`src/rtl/stack_op_sequencer.sv`:
```
// stack_op_sequencer: sequences push/pop/tos strobes for one stack-machine op per start; STACK_SEQ_FLAGS_EN adds zero/carry flags
module stack_op_sequencer #(
  parameter int WORD   = 8,
  parameter int LENGTH = 64,
  parameter int DEPTHW = 7
) (
  input  logic              clk,
  input  logic              rst,
  input  logic              start,
  input  logic [2:0]        opcode,
  input  logic [WORD-1:0]   imm,
  output logic              busy,
  output logic              done,
  output logic              err,
  output logic [WORD-1:0]   result,
  output logic [DEPTHW-1:0] depth,
  output logic              zero,
  output logic              carry,
  output logic              stk_push,
  output logic              stk_pop,
  output logic              stk_tos,
  output logic [WORD-1:0]   stk_d_in,
  input  logic [WORD-1:0]   stk_d_out
);
  localparam logic [2:0] OP_PUSHI = 3'd0, OP_POP = 3'd1, OP_ADD = 3'd2, OP_SUB = 3'd3,
                         OP_AND = 3'd4, OP_OR = 3'd5, OP_NOT = 3'd6, OP_DUP = 3'd7;
  localparam logic [DEPTHW-1:0] CAP = DEPTHW'(LENGTH - 1);
  typedef enum logic [2:0] {IDLE, POP1, POP2, TOS, EXEC, PUSH, DONE} state_t;
  state_t state;
  logic [2:0] op_r;
  logic [WORD-1:0] imm_r, a, alu;
  logic [WORD:0] sum, dif;
  logic err_r, illegal, op_bin;
  assign op_bin = op_r inside {OP_ADD, OP_SUB, OP_AND, OP_OR};
  assign illegal = (opcode inside {OP_ADD, OP_SUB, OP_AND, OP_OR} && depth < DEPTHW'(2)) ||
                   (opcode inside {OP_POP, OP_NOT, OP_DUP} && depth == '0) ||
                   ((opcode == OP_PUSHI || opcode == OP_DUP) && depth == CAP);
  assign busy     = state != IDLE;
  assign done     = state == DONE;
  assign err      = done && err_r;
  assign stk_pop  = state == POP1 || state == POP2;
  assign stk_tos  = state == TOS;
  assign stk_push = state == PUSH;
  assign stk_d_in = op_r == OP_PUSHI ? imm_r : result;
  // In EXEC stk_d_out is B for binary ops and the sole operand otherwise.
  assign sum = {1'b0, stk_d_out} + {1'b0, a};
  assign dif = {1'b0, stk_d_out} - {1'b0, a};
  always_comb
    alu = op_r == OP_ADD ? sum[WORD-1:0] :
          op_r == OP_SUB ? dif[WORD-1:0] :
          op_r == OP_AND ? stk_d_out & a :
          op_r == OP_OR  ? stk_d_out | a :
          op_r == OP_NOT ? ~stk_d_out : stk_d_out;
  always_ff @(posedge clk or posedge rst)
    if (rst) begin
      state  <= IDLE;
      op_r   <= '0;
      imm_r  <= '0;
      a      <= '0;
      result <= '0;
      err_r  <= 1'b0;
      depth  <= '0;
    end else begin
      depth <= depth + DEPTHW'(stk_push) - DEPTHW'(stk_pop);
      case (state)
        IDLE: if (start) begin
          op_r  <= opcode;
          imm_r <= imm;
          err_r <= illegal;
          state <= illegal ? DONE : opcode == OP_PUSHI ? PUSH : opcode == OP_DUP ? TOS : POP1;
        end
        POP1: state <= op_bin ? POP2 : EXEC;
        POP2: begin
          a     <= stk_d_out;
          state <= EXEC;
        end
        TOS:  state <= EXEC;
        EXEC: begin
          if (!op_bin) a <= stk_d_out;
          result <= alu;
          state  <= op_r == OP_POP ? DONE : PUSH;
        end
        PUSH: begin
          if (op_r == OP_PUSHI) result <= imm_r;
          state <= DONE;
        end
        DONE: state <= IDLE;
        default: state <= IDLE;
      endcase
    end
`ifdef STACK_SEQ_FLAGS_EN
  logic zero_r, carry_r;
  always_ff @(posedge clk or posedge rst)
    if (rst) begin
      zero_r  <= 1'b0;
      carry_r <= 1'b0;
    end else if (state == EXEC && op_r inside {OP_ADD, OP_SUB, OP_AND, OP_OR, OP_NOT}) begin
      zero_r  <= alu == '0;
      carry_r <= op_r == OP_ADD ? sum[WORD] : op_r == OP_SUB ? dif[WORD] : 1'b0;
    end
  assign zero  = zero_r;
  assign carry = carry_r;
`else
  logic flags_unused;
  assign flags_unused = sum[WORD] ^ dif[WORD];
  assign zero  = 1'b0;
  assign carry = 1'b0;
`endif
endmodule

```
`config.mk`:
```
export PLATFORM = sky130hd
export DESIGN_NAME = stack_op_sequencer
export DESIGN_NICKNAME = d
export VERILOG_FILES = /design/src/rtl/stack_op_sequencer.sv
export SDC_FILE = /design/constraint.sdc
export NUM_CORES = 1
export LEC_CHECK = 0
export ABC_CLOCK_PERIOD_IN_PS = 4200
export BUFFER_PORTS_ARGS = -buffer_cell sky130_fd_sc_hd__clkbuf_2
export CORE_ASPECT_RATIO = 1.75
export CORE_MARGIN = 2
export CORE_UTILIZATION = 35
export CTS_CLUSTER_DIAMETER = 80
export DETAILED_ROUTE_END_ITERATION = 7
export PLACE_DENSITY = 0.5
export SYNTH_ARGS = -nofsm -noshare
export SYNTH_HDL_FRONTEND = slang
export SYNTH_SLANG_ARGS = --single-unit
```
`constraint.sdc`:
```
create_clock -name clk -period 4.2 [get_ports clk]
set_clock_uncertainty 0.15 [all_clocks]
set_input_delay 0.84 -clock clk [delete_from_list [all_inputs] [get_ports clk]]
set_output_delay 0.84 -clock clk [all_outputs]
set_load 0.02 [all_outputs]
```
==> results_dict.tcl <==
set metrics [dict create \
    status "finished clean" \
    wl_met2_um 5790 \
    final_layout_size_suffix_gt1_frac 0.186 \
    p_leak_nw 1.91 \
    wl_per_cell_um 18.5 \
    max_freq_mhz 338 \
    area_growth_pct 13.4 \
    drv_cap 0 \
    grt_setup_unrepaired "false" \
    yosys.area.top_type_share 0.266 \
    clk_pin_slew_ns 0.06 \
    grt_max_degree 39 \
    track_usage 0.204 \
    top_layer "met4" \
    start_util 0.360 \
    hp-class "reg -> reg" \
    ant_nets 0 \
    numCtsBuffers 5 \
    synth_area_leader_cell "dfrtp_1" \
    drc 0 \
    synthFlopType "dfrtp_1" \
    hold_viol 0 \
    fin_setup_tns_ns 0 \
    cts_tree "done" \
    setup_viol 0 \
    die_area_um2 11100 \
    clockRootBuffer "clkbuf_16" \
    num_rows 48 \
    nFillCells 1016 \
    syn_area_per_cell_um2 8.46 \
    ir_worst_vdd_uv 435 \
    design.core.area_um2 9910 \
    path_buf_inv 1 \
    cpLargestDelayFamily "simple AND/OR/NAND/NOR gates" \
    cts_hold_buf 0 \
    worstMarginPinSlew_ns 0.755 \
    antenna_found_initial 0 \
    viasPerCell 5.47 \
    first_global_vias 3170 \
    critPathKind "reg -> out" \
    wirelength_um 10800 \
    dp_slack_ns 1.33 \
    synth_edf_count 0 \
    cp.arrival_ns 1.97 \
    netlist_area_um2 3570 \
    placed_cells 579 \
    worst_path_most_repeated_cell "nand2_1" \
    gr-total-overflow 0 \
    cts_sinks 38 \
    fp.dieW_um 80.4 \
    powerDensity_nw_per_um2 915 \
    required_ns 3.21 \
    crit_path_max_fanout 16 \
    min_period_over_period 0.705 \
    grt_pass1_wl_um 17100 \
    dr.pass1.iters 5 \
    finalCriticalPeriod_ns 2.96 \
    layout_commonest_cell "clkbuf_2" \
    yosysSeqAreaShare 0.266 \
    port_buffers 50 \
    worstSetupStartpointType "flop" \
    drv_slew 0 \
    drt_iter0_drc 171 \
    antenna_cells 0 \
    dpl.hpwl_um 8380 \
    fin_ws_ns 1.24 \
    ys_top_cells_by_area "dfrtp_1 (27%), ha_1 (13%), nand2_1 (4.8%), inv_1 (4.0%), o21ai_0 (3.6%)" \
    cts_setup_buffers 0 \
    finish.instance_area_um2 4050 \
    slowest_stage "nor3_2" \
    layout.cells.non_filler 587 \
    cts_resized 0 \
    synthCells 422 \
    final_cell_mix "clkbuf_2 (50), nand2_1 (46), inv_1 (38), ha_1 (38), dfrtp_1 (38)" \
    gp_routability_congestion 0.946 \
    slew_headroom 0.494 \
    final_nets 524 \
    synth-seq-cells 38 \
    yosysWarnings 0 \
    die_y_um 138 \
    wl_met1_um 4140 \
    clk_latency_ns 0.29 \
    rrSetupSlack_ns 1.62 \
    critPathMaxStageDelay_ns 0.66 \
    worst_setup_path_end_kind "output pin" \
    cts_buffer_depth 2 \
    synthArstFlopShare 1.00 \
    worstPathCellList "nor3_2, nand2_1, nand2_1, clkbuf_2" \
    vias 3213 \
    wl_met3_um 455 \
    h-tree-depth 2 \
    io_pins 53 \
    placed_area_um2 3880 \
    synth.distinct_cells 67 \
]
routing by layer:
metal / up-vias / GRT usage
li1: 1556 / -
met1: 1528 / 0.226
met2: 103 / 0.363
met3: 26 / 0.0380
met4: 0 / 0.103
met5: - / 0
final timing paths:
check	from	end	depth (start not counted)
worst max register to register	state[1]$_DFFE_PP0P_	depth[6]$_DFF_PP0_	11
worst max-delay path	op_r[1]$_DFFE_PP0P_	stk_d_in[1]	4
max in group asynchronous	rst	state[1]$_DFFE_PP0P_	3
worst min-delay path	imm_r[2]$_DFFE_PP0P_	imm_r[2]$_DFFE_PP0P_	1
worst min register to register	imm_r[2]$_DFFE_PP0P_	imm_r[2]$_DFFE_PP0P_	1
min in group asynchronous	rst	result[2]$_DFFE_PP0P_	3
worst reg2reg max path, cell delays in order, from the launching register on:
cell and delay (ns):
dfrtp_1 0.48, and2b_1 0.29, nand2_1 0.13, nand2_1 0.10, ha_1 0.16, inv_1 0.06
fa_1 0.41, o21bai_1 0.17, a21oi_1 0.12, o21bai_1 0.15, a21oi_1 0.10, xor2_1 0.14
through the flow:
stage	hold WS, ns	util	power (W)
2_1_floorplan	0.331	-	0.00259
3_3_place_gp	0.342	0.392	0.00324
3_5_place_dp	0.345	0.392	0.00324
4_1_cts	0.361	0.409	0.00372
5_1_grt	0.403	0.409	0.00402
6_report	0.356	0.409	0.00371
cell families (layout without fill, tap and decap cells):
kind of cell / count (synthesis) / in the layout / synth area share
AO/OA/AOI/OAI: 124 / 124 / 0.243
AND/OR/NAND/NOR: 127 / 127 / 0.182
flip-flops: 38 / 38 / 0.266
other: 1 / 2 / 0.00105
buffers and inverters: 65 / 104 / 0.0830
XOR/XNOR: 11 / 11 / 0.0270
multiplexers: 15 / 15 / 0.0483
adder cells (fa/ha/maj): 41 / 41 / 0.150
cell type report:
| cell class | instances | area, um2 | share of cell area |
|---|---|---|---|
| Multi-Input combinational cell | 320 | 2330 | 0.575 |
| Sequential cell | 38 | 951 | 0.235 |
| Timing Repair Buffer | 56 | 295 | 0.0729 |
| Tap cell | 125 | 156 | 0.0386 |
| Inverter | 40 | 150 | 0.0371 |
| Clock buffer | 5 | 125 | 0.0309 |
| Clock inverter | 3 | 45.0 | 0.0111 |
Yosys cell counts, types with 5 or more instances:
| library cell | number |
|---|---|
| nand2_1 | 46 |
| dfrtp_1 | 38 |
| ha_1 | 38 |
| inv_1 | 38 |
| o21ai_0 | 26 |
| a21oi_1 | 24 |
| nor2_1 | 16 |
| buf_2 | 15 |
| nand2b_1 | 10 |
| nor3_1 | 9 |
| a211oi_1 | 8 |
| nor2b_1 | 8 |
| nand3_1 | 7 |
| mux2_2 | 6 |
| mux2i_1 | 6 |
| xor2_1 | 6 |
| a211o_1 | 5 |
| o21a_1 | 5 |
| o21bai_1 | 5 |
| o22ai_1 | 5 |
| xnor2_1 | 5 |
state kept, by name, indices dropped and copies added, names as in the netlist:
name / count
err_r: 1
result: 8
state: 3
depth: 7
imm_r: 8
a: 8
op_r: 3
power breakdown:
| part | leakage (nW) | switching, W | internal [W] | total (W) |
|---|---|---|---|---|
| combinational | 1.39 | 0.00149 | 0.000967 | 0.00246 |
| clock | 0.0760 | 0.000169 | 0.000280 | 0.000449 |
| sequential | 0.451 | 0.000226 | 0.000569 | 0.000795 |
| total | 1.91 | 0.00189 | 0.00182 | 0.00371 |
Note: power is estimated with default switching activity, not from simulation.
